==> config.mk <==
export PLATFORM = sky130hd
export DESIGN_NAME = fighter_sprite_renderer
export DESIGN_NICKNAME = d
export VERILOG_FILES = /design/src/rtl/fighter_sprite_renderer.sv
export SDC_FILE = /design/constraint.sdc
export NUM_CORES = 1
export LEC_CHECK = 0
export ABC_CLOCK_PERIOD_IN_PS = 10680
export BUFFER_PORTS_ARGS = -buffer_cell sky130_fd_sc_hd__buf_2
export CORE_MARGIN = 1
export CORE_UTILIZATION = 50
export CTS_BUF_LIST = sky130_fd_sc_hd__clkbuf_16
export DETAILED_ROUTE_END_ITERATION = 8
export PLACE_DENSITY = 0.69
export REMOVE_ABC_BUFFERS = 1
export SLEW_MARGIN = 20
export SYNTH_ARGS = -nofsm -noshare
export SYNTH_HDL_FRONTEND = slang
export SYNTH_SLANG_ARGS = --single-unit
==> constraint.sdc <==
create_clock -name clk -period 10.68 [get_ports clk]
set_input_delay 0.534 -clock clk [delete_from_list [all_inputs] [get_ports clk]]
set_output_delay 0.534 -clock clk [all_outputs]
set_load 0.01 [all_outputs]
==> src/rtl/fighter_sprite_renderer.sv <==
// Registered per-player fighter sprite: stick figure, hurtbox outline and state-coloured hitbox.
// Optional hit-flash counter and white figure are built when SPRITE_FLASH_EN is defined.
module fighter_sprite_renderer #(
    parameter int unsigned WIDTH        = 64,
    parameter int unsigned HEIGHT       = 240,
    parameter int unsigned BORDER       = 2,
    parameter int unsigned HIT_W        = 32,
    parameter int unsigned HIT_Y0       = 80,
    parameter int unsigned HIT_H        = 80,
    parameter int unsigned FLASH_FRAMES = 8
) (
    input  logic       clk,
    input  logic       rst_n,
    input  logic       pix_tick,
    input  logic       frame_start,
    input  logic       video_on,
    input  logic [9:0] hcnt,
    input  logic [9:0] vcnt,
    input  logic [9:0] x_pos,
    input  logic [9:0] y_pos,
    input  logic       facing_left,
    input  logic       attacking,
    input  logic [2:0] state,
    input  logic       switch,
    input  logic       hit_taken,
    output logic       sprite_on,
    output logic       hitbox_on,
    output logic [3:0] r,
    output logic [3:0] g,
    output logic [3:0] b
);

    localparam int unsigned CW = 11;
    typedef logic [CW-1:0] coord_t;

    localparam coord_t W_C   = coord_t'(WIDTH);
    localparam coord_t H_C   = coord_t'(HEIGHT);
    localparam coord_t B_C   = coord_t'(BORDER);
    localparam coord_t HW_C  = coord_t'(HIT_W);
    localparam coord_t HY0_C = coord_t'(HIT_Y0);
    localparam coord_t HH_C  = coord_t'(HIT_H);
    localparam coord_t CX_C  = coord_t'(WIDTH / 2);

    // Pose shadow, loaded once per frame so geometry never tears mid-frame
    logic [9:0] sx, sy;
    logic       sface, satk;
    logic [2:0] sstate;

    always_ff @(posedge clk or negedge rst_n) begin
        if (!rst_n) begin
            sx     <= '0;
            sy     <= '0;
            sface  <= 1'b0;
            satk   <= 1'b0;
            sstate <= '0;
        end else if (pix_tick && frame_start) begin
            sx     <= x_pos;
            sy     <= y_pos;
            sface  <= facing_left;
            satk   <= attacking;
            sstate <= state;
        end
    end

    logic flash_white;

`ifdef SPRITE_FLASH_EN
    logic [7:0] flash_cnt;

    // A new hit always restarts the flash, even on a frame boundary
    always_ff @(posedge clk or negedge rst_n) begin
        if (!rst_n) begin
            flash_cnt <= '0;
        end else if (pix_tick) begin
            if (hit_taken) begin
                flash_cnt <= 8'(FLASH_FRAMES);
            end else if (frame_start && (flash_cnt != 8'd0)) begin
                flash_cnt <= flash_cnt - 8'd1;
            end
        end
    end

    assign flash_white = (flash_cnt != 8'd0) && flash_cnt[0];
`else
    logic unused_flash;
    assign unused_flash = &{1'b0, hit_taken, 8'(FLASH_FRAMES)};
    assign flash_white  = 1'b0;
`endif

    coord_t h, v, x, y;
    assign h = {1'b0, hcnt};
    assign v = {1'b0, vcnt};
    assign x = {1'b0, sx};
    assign y = {1'b0, sy};

    logic in_hurt, outline, in_hit_v, in_hit_h;
    assign in_hurt  = (h >= x) && (h < x + W_C) && (v >= y) && (v < y + H_C);
    assign outline  = in_hurt && ((h < x + B_C) || (h >= x + W_C - B_C) ||
                                  (v < y + B_C) || (v >= y + H_C - B_C));
    assign in_hit_v = (v >= y + HY0_C) && (v < y + HY0_C + HH_C);
    // Left-facing span written as h+HIT_W >= x so it clips at column 0
    assign in_hit_h = sface ? ((h + HW_C >= x) && (h < x))
                            : ((h >= x + W_C) && (h < x + W_C + HW_C));

    // Figure in sprite-relative coordinates, mirrored about the centre column
    coord_t rx, ry, mx, dx, dyh, ra, rl;
    assign rx  = h - x;
    assign ry  = v - y;
    assign mx  = sface ? (W_C - rx) : rx;
    assign dx  = (mx >= CX_C) ? (mx - CX_C) : (CX_C - mx);
    assign dyh = (ry >= 11'd40) ? (ry - 11'd40) : (11'd40 - ry);
    assign ra  = ry - 11'd80;
    assign rl  = ry - 11'd120;

    logic [22:0] head_d;
    logic [11:0] dx2;
    logic [12:0] dx3;
    assign head_d = 23'(dx) * 23'(dx) + 23'(dyh) * 23'(dyh);
    assign dx2    = {dx, 1'b0};
    assign dx3    = 13'(dx) * 13'd3;

    logic head, body, arm, leg, figure;
    assign head   = head_d < 23'd400;
    assign body   = (dx <= 11'd2) && (ry >= 11'd60) && (ry <= 11'd120);
    assign arm    = (ry >= 11'd80) && (ry <= 11'd120) &&
                    (dx2 >= 12'(ra)) && (dx2 < 12'(ra) + 12'd8);
    assign leg    = (ry >= 11'd120) && (ry <= 11'd180) &&
                    (dx3 >= 13'(rl)) && (dx3 < 13'(rl) + 13'd12);
    assign figure = in_hurt && (head || body || arm || leg);

    logic hit_draw, out_draw;
    assign hit_draw = satk && in_hit_v && in_hit_h;
    assign out_draw = switch && outline;

    logic        on_nxt, hit_nxt;
    logic [11:0] rgb_nxt;

    // Colour priority: hitbox, then outline, then figure
    always_comb begin
        on_nxt  = 1'b0;
        hit_nxt = 1'b0;
        rgb_nxt = 12'h000;
        if (video_on) begin
            on_nxt  = hit_draw || out_draw || figure;
            hit_nxt = hit_draw;
            if (hit_draw) begin
                case (sstate)
                    3'd5:    rgb_nxt = 12'h00F;
                    3'd6:    rgb_nxt = 12'hF80;
                    default: rgb_nxt = 12'h0F0;
                endcase
            end else if (out_draw) begin
                rgb_nxt = 12'hF00;
            end else if (figure) begin
                rgb_nxt = flash_white ? 12'hFFF : 12'h00F;
            end
        end
    end

    always_ff @(posedge clk or negedge rst_n) begin
        if (!rst_n) begin
            sprite_on <= 1'b0;
            hitbox_on <= 1'b0;
            r         <= '0;
            g         <= '0;
            b         <= '0;
        end else if (pix_tick) begin
            sprite_on <= on_nxt;
            hitbox_on <= hit_nxt;
            {r, g, b} <= rgb_nxt;
        end
    end

endmodule

### Word level (Yosys, flattened, before mapping)

Cells that the tools add are included.

| operators by class | value |
|---|---|
| add/subtract/negate cells | 22 |
| $mul | 3 |
| magnitude comparators | 27 |
| equality and inequality tests | 2 |
| muxes and demuxes | 11 |
| reduce and logical (&&, ||, !) cells | 28 |

Operators by type and width:

| cell | number |
|---|---|
| $lt A10 B11 Y1 | 6 |
| $ge A10 B11 Y1 | 4 |
| $mul A11 B11 Y22 | 2 |
| $mux W12 | 3 |
| $ge A11 B6 Y1 const B | 3 |
| $mux W11 | 3 |
| $add A11 B4 Y12 const B | 2 |
| $pmux W12 S2 | 1 |
| $add A22 B22 Y23 | 1 |
| $lt A23 B9 Y1 const B | 1 |
| $add A10 B2 Y11 const B | 2 |
| $add A10 B7 Y11 const B | 2 |
| $ge A11 B7 Y1 const B | 2 |
| $sub A10 B10 Y11 | 2 |
| $sub A11 B2 Y11 const B | 2 |
| $sub A11 B6 Y11 const B | 2 |
| $sub A11 B7 Y11 const B | 2 |
| $sub A6 B11 Y11 const A | 2 |
| $ge A10 B10 Y1 | 2 |
| $logic_and A1 B1 Y1 | 20 |
| $ge A13 B11 Y1 | 1 |
| $lt A13 B12 Y1 | 1 |
| $mul A11 B2 Y13 const B | 1 |
| $ge A12 B11 Y1 | 1 |
| 15 further kinds | 25 |

| storage, ports and cells | value |
|---|---|
| register bits after elaboration | 39 |
| input bits | 52 |
| output and inout bits | 14 |
| word-level logic and storage cells | 103 |

### Depth between registers and ports, before layout

Gate-level depths: netlist of the first run.

| depth | value |
|---|---|
| depth in word-level cells | 16 |
| mapped depth | 45 |
| mapped depth without buffers | 44 |

### Worst setup path after synthesis of the first run

OpenSTA, ideal clock, no wires.

| timing | value |
|---|---|
| path type | input port to flip-flop |
| from | input port hcnt[0] |
| to | register b[2] |
| setup time | 0.076 ns |
| data arrival time | 11.038 ns |
| required time | 10.604 ns |
| setup slack | -0.434 ns |
| stages | 44 |
| path buffers | 1 |
| path through | inv_1 ha_1 inv_1 fa_1 a211o_1 a2111oi_0 and3b_1 xnor2_2 ha_1 nand2_2 or4_1 buf_2 nor2_1 xnor2_2 inv_1 ha_1 inv_1 fa_1 [8 not listed] inv_1 fa_1 inv_1 fa_1 inv_1 ha_1 a21o_1 a21oi_1 a21boi_0 or3_1 a311oi_1 mux2i_1 nor4_1 or4b_1 or4_1 o211ai_1 a2bb2oi_2 o21ai_1 |

| on the way | value |
|---|---|
| longest elaborated chain between the ends | 16 |
| elaborated cells between the ends (all ways) | 51 |
| those cells by class | add/sub: 6; mul: 2; order compare: 15; mux: 7; reduce/logical: 21 |

Ends and longest elaborated chain:

| what | line | RTL |
|---|---|---|
| start, declared | 17 | `input logic [9:0] hcnt,` |
| $sub A10 B10 Y11 | 107 | `assign rx = h - x;` |
| $sub A7 B11 Y11 | 109 | `assign mx = sface ? (W_C - rx) : rx;` |
| $mux W11 | 109 |  |
| $sub A6 B11 Y11, or another cell as far along | 110 | `assign dx = (mx >= CX_C) ? (mx - CX_C) : (CX_C - mx);` |
| $mux W11 | 110 |  |
| $mul A11 B11 Y22 or $le A11 B2 Y1 (tied branches) | 118, 124 |  |
| $add A22 B22 Y23 or $logic_and A1 B1 Y1 (tied branches) | 118, 124 |  |
| $lt A23 B9 Y1 or $logic_and A1 B1 Y1 (tied branches) | 123, 124 |  |
| $logic_or A1 B1 Y1 (3 in series) | 129 | `assign figure = in_hurt && (head \|\| body \|\| arm \|\| leg);` |
| $logic_and A1 B1 Y1 | 129 |  |
| $mux W4 | 154 | `end else if (figure) begin` |
| $mux W12 | 152 | `end else if (out_draw) begin` |
| $mux W12 (*) | 146 | `if (hit_draw) begin` |
| $mux W12 (*) | 143 | `if (video_on) begin` |
| end signal, assigned | 170 | `{r, g, b} <= rgb_nxt;` |
| end, declared | 30 | `output logic [3:0] b` |

Mark *: on every way between the ends. The rest lies on a longest branch, timed or not.
A chain may end at the register's enable or synchronous reset.

### Worst setup path after layout of the first run

| timing | value |
|---|---|
| from | register sx[0] |
| to | register b[2] |

| on the way | value |
|---|---|
| longest elaborated chain between the ends | 16 |
| elaborated cells between the ends (all ways) | 54 |
| those cells by class | add/sub: 9; mul: 2; order compare: 15; mux: 7; reduce/logical: 21 |

Ends and longest elaborated chain:

| what | line | RTL |
|---|---|---|
| start, declared | 45 | `logic [9:0] sx, sy;` |
| start signal, assigned | 57 | `sx <= x_pos;` |
| $sub A10 B10 Y11 | 107 |  |
| $sub A7 B11 Y11 | 109 |  |
| $mux W11 | 109 |  |
| $sub A6 B11 Y11, or another cell as far along | 110 |  |
| $mux W11 | 110 |  |
| $mul A11 B11 Y22 or $le A11 B2 Y1 (tied branches) | 118, 124 |  |
| $add A22 B22 Y23 or $logic_and A1 B1 Y1 (tied branches) | 118, 124 |  |
| $lt A23 B9 Y1 or $logic_and A1 B1 Y1 (tied branches) | 123, 124 |  |
| $logic_or A1 B1 Y1 (3 in series) | 129 |  |
| $logic_and A1 B1 Y1 | 129 |  |
| $mux W4 | 154 |  |
| $mux W12 | 152 |  |
| $mux W12 (*) | 146 |  |
| $mux W12 (*) | 143 |  |

Marked as above.

==> impl_metrics.env, run 1 <==
export IMPL_outcome="complete, but fails checks"
export IMPL_violations="setup timing"
export IMPL_synth_ff_type="sky130_fd_sc_hd__dfrtp_1"
export IMPL_synth_distinct_cells=95
export IMPL_clock_tree_htree_level_count=2
export IMPL_drc=0
export IMPL_reg2reg_setup_slack_ns=-0.14
export IMPL_criticalPathCategory="reg -> reg"
export IMPL_postLayoutSetupSlackWorst_ns=-0.1396
export IMPL_via_per_inst=5.371
export IMPL_clk_pin_slew_ns=0.05
export IMPL_grt_setup_unrepaired="true"
export IMPL_cp_arrival_ns=11.02
export IMPL_async_reset_ff_share_pct=100.0
export IMPL_timing_rr_end="b[2]"
export IMPL_tritoncts="done"
export IMPL_slew_headroom_pct=32.03
export IMPL_synth_area_per_cell_um2=8.547
export IMPL_clkSinkCount=31
export IMPL_largest_net_degree_at_the_start_of_global_routing=32
export IMPL_grt_remaining_overflow=0
export IMPL_gpl_final_weighted_congestion=0.9874
export IMPL_share_of_synthesized_area_occupied_by_flip_flops_and_latches_pct=5.193
export IMPL_timing_final_crit_period_ns=10.82
export IMPL_finalWirelength_mm=40.27
export IMPL_start_kind="flop"
export IMPL_initial_utilization_pct=51.49
export IMPL_global_routing_usage_summed_across_all_routing_layers_pct=26.57
export IMPL_mappedNetlistArea_um2=14940
export IMPL_dp_hpwl_mm=34.65
export IMPL_synthMostInstantiatedCell="sky130_fd_sc_hd__inv_1"
export IMPL_num_rows=62
export IMPL_yosys_register_bits=31
export IMPL_clock_tree_buffer_depth=2
export IMPL_core_region_area_um2=29010
export IMPL_cts_buffers_inserted=5
export IMPL_p_r_area_growth_vs_syn_pct=24.23
export IMPL_count_of_flip_flops_with_a_built_in_enable_after_synthesis=0
export IMPL_drt_iter0_markers=628
export IMPL_finalSetupViolCount=2
export IMPL_cap_viol_max_count=0
export IMPL_worst_path_buf_inv=9
export IMPL_r2r_worst_path_cells=41
export IMPL_yosys_warnings=0
export IMPL_place_port_buffers=64
export IMPL_post_synth_top_area_cell="sky130_fd_sc_hd__ha_1"
export IMPL_netlist_area_leader_share_pct=24.29
export IMPL_final_setup_skew_ns=0.005977
export IMPL_max_freq_mhz=92.43
export IMPL_die_area_um2=30570
export IMPL_die_width_um=174.9
export IMPL_path_depth=41
export IMPL_required_ns=10.88
export IMPL_worst_r2r_startpoint="sx[0]"
export IMPL_finalSetupTns_ns=-0.2023
export IMPL_antenna_found_initial=0
export IMPL_post_route_cells_drive_above_1_share_pct=25.89
export IMPL_wl_per_cell_um=16.36
export IMPL_hold_viol_final=0
export IMPL_grt_pass1_wl_mm=66.43
export IMPL_root_buffer="sky130_fd_sc_hd__clkbuf_16"
export IMPL_synthCells=1748
export IMPL_worstMarginPinSlew_ns=1.017
export IMPL_die_ht_um=174.9
export IMPL_finalCritPeriodShare_pct=101.3
export IMPL_critical_path_max_stage_delay_ns=0.59
export IMPL_clock_latency_of_the_later_clocked_register_in_the_worst_skew_pair_ns=0.28
export IMPL_hp_class="in -> async"
export IMPL_worstSetupEndpointType="flop"
export IMPL_hold_buffer_count_at_cts=0
export IMPL_synth_top_cells_by_area="sky130_fd_sc_hd__ha_1 (24%), sky130_fd_sc_hd__fa_1 (22%), sky130_fd_sc_hd__inv_1 (8.0%), sky130_fd_sc_hd__xnor2_1 (5.2%), sky130_fd_sc_hd__dfrtp_1 (5.2%)"
export IMPL_num_antenna_cells=0
export IMPL_worst_path_dominant_cell_family="adder cells"
export IMPL_route_antenna_remaining_nets=0
export IMPL_timing_critical_path_mode_cell="sky130_fd_sc_hd__fa_1"
export IMPL_finish_net_count=2584
export IMPL_vias=13220
export IMPL_timing_final_max_slew_violations=0
export IMPL_firstDrtPassIters=5
export IMPL_synth_top_cells_by_count="sky130_fd_sc_hd__inv_1 (318), sky130_fd_sc_hd__ha_1 (290), sky130_fd_sc_hd__fa_1 (165)"
export IMPL_boundaryPins=66
export IMPL_vias_in_the_first_global_route=13770
export IMPL_worstPathMaxFanout=4
export IMPL_cp_slowest_cell="sky130_fd_sc_hd__or4_4"
-- registers in the layout, summed over array words and instances, names as in the netlist --
signal and count:
sx 10, r 1, sface 1, g 2, sprite_on 1, b 1
satk 1, sstate 3, sy 10, hitbox_on 1
-- per-layer routing --
metal | track usage (%) | vias to the layer above | wire length (um)
li1 | - | 6471 | -
met1 | 34.76 | 6417 | 18190
met2 | 46.73 | 282 | 19480
met3 | 3.177 | 54 | 1788
met4 | 5.833 | 0 | 818
met5 | 0 | - | 0
-- kinds of logic after synthesis --
logic type / Yosys count / synth area share, %
AOI/OAI and AO/OA: 313 / 13.99
DFF: 31 / 5.193
xor gates and xnor gates: 132 / 8.157
and+or+nand+nor: 411 / 13.82
muxes: 36 / 2.747
buffers and inverters: 370 / 9.698
adders and majority gates: 455 / 46.40
-- how the worst max path moves through the flow --
stage               startpoint    to
floorplan              hcnt[0]  b[2]
global placement       hcnt[0]  b[2]
detailed placement     hcnt[0]  b[2]
CTS                      sx[0]  b[2]
global route             sx[0]  b[2]
finish                   sx[0]  b[2]
-- per-stage QoR --
step                cell area [um^2]  setup WS, ns  hold WS (ns)  std cells  util [%]
detailed placement             17700       -0.8878        0.4724       2436     61.02
global placement               17700       -0.5992        0.4652       2436     61.02
global route                   18560       -0.4993        0.3513       2462     63.97
finish                         18560       -0.1396        0.2938       2462     63.97
floorplan                      14710       -0.4693        0.2384       1701         -
CTS                            18190      -0.07513        0.3171       2451     62.71
-- cells in the final DEF, fill, tap and decap left out, types with 7 or more instances in the layout --
| master | n |
|---|---|
| sky130_fd_sc_hd__buf_2 | 64 |
| sky130_fd_sc_hd__and3_1 | 9 |
| sky130_fd_sc_hd__xor2_1 | 36 |
| sky130_fd_sc_hd__fa_1 | 164 |
| sky130_fd_sc_hd__nand2_1 | 76 |
| sky130_fd_sc_hd__o21ai_0 | 59 |
| sky130_fd_sc_hd__a21o_1 | 19 |
| sky130_fd_sc_hd__inv_2 | 11 |
| sky130_fd_sc_hd__o211ai_1 | 12 |
| sky130_fd_sc_hd__xnor2_1 | 86 |
| sky130_fd_sc_hd__nor2_1 | 122 |
| sky130_fd_sc_hd__ha_4 | 8 |
| sky130_fd_sc_hd__inv_1 | 307 |
| sky130_fd_sc_hd__buf_4 | 295 |
| sky130_fd_sc_hd__nand3_1 | 33 |
| sky130_fd_sc_hd__or2_2 | 16 |
| sky130_fd_sc_hd__ha_1 | 280 |
| sky130_fd_sc_hd__o21a_1 | 22 |
| sky130_fd_sc_hd__nor2b_1 | 15 |
| sky130_fd_sc_hd__nand2b_1 | 21 |
| sky130_fd_sc_hd__dfrtp_1 | 30 |
| sky130_fd_sc_hd__nor3_1 | 21 |
| sky130_fd_sc_hd__mux2_2 | 29 |
| sky130_fd_sc_hd__nand4_1 | 15 |
| sky130_fd_sc_hd__a31oi_1 | 10 |
| sky130_fd_sc_hd__nor2_4 | 8 |
| sky130_fd_sc_hd__or3_1 | 7 |
| sky130_fd_sc_hd__xnor2_2 | 7 |
| sky130_fd_sc_hd__o21bai_1 | 9 |
| sky130_fd_sc_hd__nor4_1 | 8 |
| sky130_fd_sc_hd__a21oi_1 | 88 |
| sky130_fd_sc_hd__nand3b_1 | 7 |
-- final cells by class --
class,instances,area [um^2]
multi-input cells,1347,13220
fillers,2372,10450
repair buffers,369,2690
inverters,323,1225
flip-flops and latches,31,777.0
well taps,384,480.5
clock buffers,5,125.1
clock inverters,3,38.79
-- repair_timing --
item	in CTS	in global routing
cloned	0	0
setup endpoints to repair	2	2
hold endpoints to repair	0	0
setup buffers	7	11
pin swaps	30	53
resized for setup	58	65
Power of run 1 is not shown: default switching activity piles up to over one toggle a cycle in this logic, so the estimate is an artifact.
==> run 2, diff against run 1 <==
--- a/config.mk
+++ b/config.mk
@@ -7,10 +7,12 @@
 export LEC_CHECK = 0
 export ABC_CLOCK_PERIOD_IN_PS = 10680
 export BUFFER_PORTS_ARGS = -buffer_cell sky130_fd_sc_hd__buf_2
+export CORE_ASPECT_RATIO = 1.25
 export CORE_MARGIN = 1
 export CORE_UTILIZATION = 50
 export CTS_BUF_LIST = sky130_fd_sc_hd__clkbuf_16
 export DETAILED_ROUTE_END_ITERATION = 8
+export HOLD_SLACK_MARGIN = 0.15
 export PLACE_DENSITY = 0.69
 export REMOVE_ABC_BUFFERS = 1
 export SLEW_MARGIN = 20
==> run 2 against run 1 <==
The run still ends with setup timing left. Sequential share of layout area increased by 0.074 points. Core utilization down 1.9 points. Non-clock buffer count down 28. Maximum frequency up 0.34%. Global-route usage is essentially flat. Highest routed layer unchanged.
==> impl_metrics.env, run 2 (same netlist as run 1, synthesis figures left out) <==
export IMPL_final_setup_skew_ns=0.008686
export IMPL_wl_met3_um=858
export IMPL_worstSetupEndpointType="flop"
export IMPL_boundaryPins=66
export IMPL_timing_final_max_slew_violations=0
export IMPL_clock_latency_of_the_later_clocked_register_in_the_worst_skew_pair_ns=0.29
export IMPL_highest_layer="met4"
export IMPL_drc=0
export IMPL_initial_utilization_pct=50.92
export IMPL_core_region_area_um2=29340
export IMPL_antenna_found_initial=0
export IMPL_root_buffer="sky130_fd_sc_hd__clkbuf_16"
export IMPL_timing_final_crit_period_ns=10.78
export IMPL_grt_remaining_overflow=0
export IMPL_die_area_um2=30580
export IMPL_route_antenna_remaining_nets=0
export IMPL_fillers=2492
export IMPL_vias=13190
export IMPL_cts_buffers_inserted=5
export IMPL_outcome="complete, but fails checks"
export IMPL_hp_class="in -> async"
export IMPL_finalCritPeriodShare_pct=101.0
export IMPL_via_per_inst=5.394
export IMPL_criticalPathCategory="in -> reg"
export IMPL_die_ht_um=195.3
export IMPL_p_r_area_growth_vs_syn_pct=21.88
export IMPL_met2_wirelength_mm=21.04
export IMPL_finalWirelength_mm=39.13
export IMPL_reg2reg_setup_slack_ns=-0.10
export IMPL_wl_per_cell_um=16.00
export IMPL_cp_arrival_ns=10.99
export IMPL_largestRegisters="sx: 10 flops, sy: 10 flops, sstate: 3 flops"
export IMPL_tritoncts="done"
export IMPL_most_common_layout_cells="sky130_fd_sc_hd__inv_1 (308), sky130_fd_sc_hd__ha_1 (283), sky130_fd_sc_hd__buf_4 (269), sky130_fd_sc_hd__fa_1 (164), sky130_fd_sc_hd__nor2_1 (121)"
export IMPL_hold_viol_final=0
export IMPL_die_width_um=156.6
export IMPL_firstDrtPassIters=5
export IMPL_vias_in_the_first_global_route=14220
export IMPL_clock_tree_htree_level_count=2
export IMPL_cap_viol_max_count=0
export IMPL_gpl_final_weighted_congestion=0.9444
export IMPL_wl_met1_mm=15.52
export IMPL_clk_pin_slew_ns=0.06
export IMPL_postLayoutSetupSlackWorst_ns=-0.1031
export IMPL_cp_slowest_cell="sky130_fd_sc_hd__fa_1"
export IMPL_max_freq_mhz=92.74
export IMPL_num_antenna_cells=0
export IMPL_worstMarginPinSlew_ns=1.154
export IMPL_timing_critical_path_mode_cell="sky130_fd_sc_hd__inv_2"
export IMPL_grt_pass1_wl_mm=65.72
export IMPL_hold_buffer_count_at_cts=0
export IMPL_finish_net_count=2556
export IMPL_finalSetupTns_ns=-0.1506
export IMPL_drt_iter0_markers=549
export IMPL_finalSetupViolCount=2
export IMPL_dp_hpwl_mm=33.53
export IMPL_start_kind="primary input"
export IMPL_slew_headroom_pct=21.05
export IMPL_largest_net_degree_at_the_start_of_global_routing=32
export IMPL_layout_commonest_cell="sky130_fd_sc_hd__inv_1"
export IMPL_violations="setup timing"
export IMPL_clkSinkCount=31
export IMPL_global_routing_usage_summed_across_all_routing_layers_pct=26.58
export IMPL_grt_setup_unrepaired="true"
export IMPL_place_port_buffers=64
export IMPL_clock_tree_buffer_depth=2
export IMPL_post_route_cells_drive_above_1_share_pct=24.05
export IMPL_required_ns=10.89
export IMPL_worstPathMaxFanout=4
export IMPL_critical_path_max_stage_delay_ns=0.54
export IMPL_num_rows=70
-- run 2: per-layer routing --
metal	global-route usage [%]	up-vias
met4	11.11	0
met2	51.97	269
li1	-	6428
met5	0	-
met3	0.9987	108
met1	29.50	6388
-- run 2: repair_timing --
| item | 4_1_cts | 5_1_grt |
|---|---|---|
| setup endpoints to repair | 2 | 2 |
| pin swaps | 51 | 32 |
| gates resized for setup | 67 | 36 |
| setup buffers | 20 | 11 |
-- run 2: through the flow --
| step | setup WS [ns] | instance area (um^2) | util [%] | instances | hold slack [ns] |
|---|---|---|---|---|---|
| global route | -0.4159 | 18210 | 62.06 | 2446 | 0.3678 |
| detailed placement | -0.9269 | 17400 | 59.30 | 2407 | 0.4793 |
| CTS | 0.009006 | 17970 | 61.24 | 2435 | 0.3212 |
| global placement | -0.6317 | 17400 | 59.30 | 2407 | 0.4721 |
| floorplan | -0.4693 | 14710 | - | 1701 | 0.2384 |
| finish | -0.1031 | 18210 | 62.06 | 2446 | 0.3023 |
-- run 2: worst paths after layout --
check / depth (start not counted) / start / to
min in group clk: 2 / y_pos[7] / sy[7]
worst min-delay path: 1 / rst_n / sprite_on
worst min register to register: 1 / hitbox_on / hitbox_on
max in group asynchronous: 1 / rst_n / sy[5]
worst max-delay path: 47 / hcnt[0] / b[2]
worst max register to register: 45 / sx[0] / b[2]
-- run 2: worst max-delay path, delay by kind of cell --
family | cells | cell delay [ns]
AO/OA/AOI/OAI | 11 | 2.06
XOR/XNOR | 1 | 0.17
adder cells (fa/ha/maj) | 11 | 4.44
buffers and inverters | 14 | 1.05
multiplexers | 1 | 0.13
AND/OR/NAND/NOR | 9 | 2.54
-- run 2: final cells by class --
type / count / area (um^2) / area share [%]
multi-input combinational: 1347 / 13120 / 72.07
tap: 396 / 495.5 / 2.721
sequential: 31 / 775.7 / 4.260
timing repair buffer: 341 / 2454 / 13.47
inverter: 323 / 1220 / 6.700
clock inverter: 3 / 15.01 / 0.08246
clock buffer: 5 / 125.1 / 0.6871
Power of run 2 is left out for the same reason.
==> run 3, diff against run 2 <==
--- a/config.mk
+++ b/config.mk
@@ -5,15 +5,14 @@
 export SDC_FILE = /design/constraint.sdc
 export NUM_CORES = 1
 export LEC_CHECK = 0
-export ABC_CLOCK_PERIOD_IN_PS = 10680
+export ABC_CLOCK_PERIOD_IN_PS = 13710
 export BUFFER_PORTS_ARGS = -buffer_cell sky130_fd_sc_hd__buf_2
 export CORE_ASPECT_RATIO = 1.25
-export CORE_MARGIN = 1
 export CORE_UTILIZATION = 50
 export CTS_BUF_LIST = sky130_fd_sc_hd__clkbuf_16
 export DETAILED_ROUTE_END_ITERATION = 8
 export HOLD_SLACK_MARGIN = 0.15
-export PLACE_DENSITY = 0.69
+export PLACE_DENSITY = 0.67
 export REMOVE_ABC_BUFFERS = 1
 export SLEW_MARGIN = 20
 export SYNTH_ARGS = -nofsm -noshare
==> constraint.sdc (replaced) <==
create_clock -name clk -period 13.71 [get_ports clk]
set_input_delay 0.6855 -clock clk [delete_from_list [all_inputs] [get_ports clk]]
set_output_delay 0.6855 -clock clk [all_outputs]
set_load 0.01 [all_outputs]
==> run 3 against run 2 <==
Non-clock buffer count decreased by 261. First-iteration DRC count decreased by 18%. The flow now finishes without violations. Register-to-register slack improved by 1.4 ns. Largest cell class unchanged. Clock skew increased by 0.00088 ns. Sequential share of layout area increased by 0.65 points. Routed wire length decreased by 12%. Setup slack improved by 1.4 ns. Die area unchanged.
==> impl_metrics.env, run 3 (same netlist as run 1, synthesis figures left out) <==
export IMPL_final_setup_skew_ns=0.009565
export IMPL_wl_per_cell_um=15.82
export IMPL_worstMarginPinSlew_ns=0.8838
export IMPL_fraction_of_met2_tracks_used_by_global_routing_pct=45.59
export IMPL_worst_path_buf_inv=10
export IMPL_finish_net_count=2295
export IMPL_finalWirelength_mm=34.57
export IMPL_clock_latency_of_the_later_clocked_register_in_the_worst_skew_pair_ns=0.29
export IMPL_hold_viol_final=0
export IMPL_cts_buffers_inserted=5
export IMPL_worstSetupEndpointType="flop"
export IMPL_initial_utilization_pct=50.92
export IMPL_tritoncts="done"
export IMPL_grt_use_met3_pct=1.465
export IMPL_num_rows=70
export IMPL_boundaryPins=66
export IMPL_largest_net_degree_at_the_start_of_global_routing=32
export IMPL_die_ht_um=195.3
export IMPL_core_region_area_um2=29340
export IMPL_die_area_um2=30580
export IMPL_vias=11900
export IMPL_hp_class="in -> async"
export IMPL_worstPathMaxFanout=18
export IMPL_instances_no_fill=2185
export IMPL_grt_pass1_wl_mm=58.87
export IMPL_max_freq_mhz=80.34
export IMPL_grt_setup_unrepaired="false"
export IMPL_slew_headroom_pct=39.56
export IMPL_finalSetupTns_ns=0
export IMPL_numPlacedInstances=2177
export IMPL_place_port_buffers=64
export IMPL_required_ns=13.91
export IMPL_gpl_final_weighted_congestion=0.8972
export IMPL_criticalPathCategory="reg -> reg"
export IMPL_start_kind="flop"
export IMPL_timing_final_max_slew_violations=0
export IMPL_finalSetupViolCount=0
export IMPL_dp_hpwl_mm=29.95
export IMPL_route_antenna_remaining_nets=0
export IMPL_drt_iter0_markers=449
export IMPL_critical_path_max_stage_delay_ns=0.68
export IMPL_clock_tree_buffer_depth=2
export IMPL_vias_in_the_first_global_route=12630
export IMPL_p_r_area_growth_vs_syn_pct=5.737
export IMPL_post_cts_resized_instances=0
export IMPL_clock_tree_htree_level_count=2
export IMPL_post_cts_buffers=0
export IMPL_hold_buffer_count_at_cts=0
export IMPL_reg2reg_setup_slack_ns=1.26
export IMPL_largestRegisters="sx: 10 flops, sy: 10 flops, sstate: 3 flops"
export IMPL_global_routing_usage_summed_across_all_routing_layers_pct=23.83
export IMPL_layout_commonest_cell="sky130_fd_sc_hd__inv_1"
export IMPL_outcome="complete, no violations"
export IMPL_root_buffer="sky130_fd_sc_hd__clkbuf_16"
export IMPL_grt_remaining_overflow=0
export IMPL_cp_slowest_cell="sky130_fd_sc_hd__or4_1"
export IMPL_clkSinkCount=31
export IMPL_finalCritPeriodShare_pct=90.79
export IMPL_busiest_layer="met2"
export IMPL_timing_final_crit_period_ns=12.45
export IMPL_clk_pin_slew_ns=0.06
export IMPL_post_route_cells_drive_above_1_share_pct=9.223
export IMPL_num_antenna_cells=0
export IMPL_worst_path_dominant_cell_family="adder cells"
export IMPL_most_common_layout_cells="sky130_fd_sc_hd__inv_1 (318), sky130_fd_sc_hd__ha_1 (290), sky130_fd_sc_hd__fa_1 (165), sky130_fd_sc_hd__nor2_1 (132), sky130_fd_sc_hd__a21oi_1 (91)"
export IMPL_antenna_found_initial=0
export IMPL_firstDrtPassIters=5
export IMPL_timing_critical_path_mode_cell="sky130_fd_sc_hd__inv_1"
export IMPL_gr_usage_met1_pct=27.86
export IMPL_via_per_inst=5.445
export IMPL_die_width_um=156.6
export IMPL_cap_viol_max_count=0
export IMPL_drc=0
export IMPL_hold_worst_slack_ns=0.4473
export IMPL_cp_arrival_ns=12.65
-- run 3: final cells by class --
type / instances / area, um^2
Timing Repair Buffer: 80 / 440.4
Multi-Input combinational cell: 1347 / 12720
Sequential cell: 31 / 775.7
Fill cell: 2825 / 13540
Inverter: 323 / 1220
Clock inverter: 3 / 15.01
Clock buffer: 5 / 125.1
Tap cell: 396 / 495.5
-- run 3: worst register-to-register path, delay by kind of cell, from the launching register on --
family          cells  cell delay, ns
compound gates      9            1.91
buf+inv            10            0.89
mux                 1            0.16
xor+xnor            2            0.45
flops               1            0.56
fa+ha+maj          11            4.97
simple gates        9            3.43
-- run 3: stage by stage --
stage,setup WS [ns],utilization (%),cell area [um^2]
floorplan,2.409,-,14710
global placement,1.304,53.35,15650
detailed placement,1.182,53.35,15650
CTS,1.287,53.83,15790
global route,0.5993,53.84,15800
finish,1.263,53.84,15800
-- run 3: worst paths after layout --
kind                                   to  depth (start not counted)      start
worst max register to register       b[2]                         42      sx[5]
min in group clk                hitbox_on                          1  hitbox_on
max in group asynchronous           sy[3]                          1      rst_n
worst max-delay path                 b[2]                         42      sx[5]
worst min-delay path                 r[2]                          1      rst_n
worst min register to register  hitbox_on                          1  hitbox_on
-- run 3: layer usage --
layer  share of wire, %  routed length (um)  vias to the layer above
met1                 42               14570                     5759
li1                   -                   -                     5892
met5                  0                   0                        -
met4                2.8                 983                        0
met2                 52               18120                      189
met3                2.6                 896                       57
Power of run 3 is left out for the same reason.
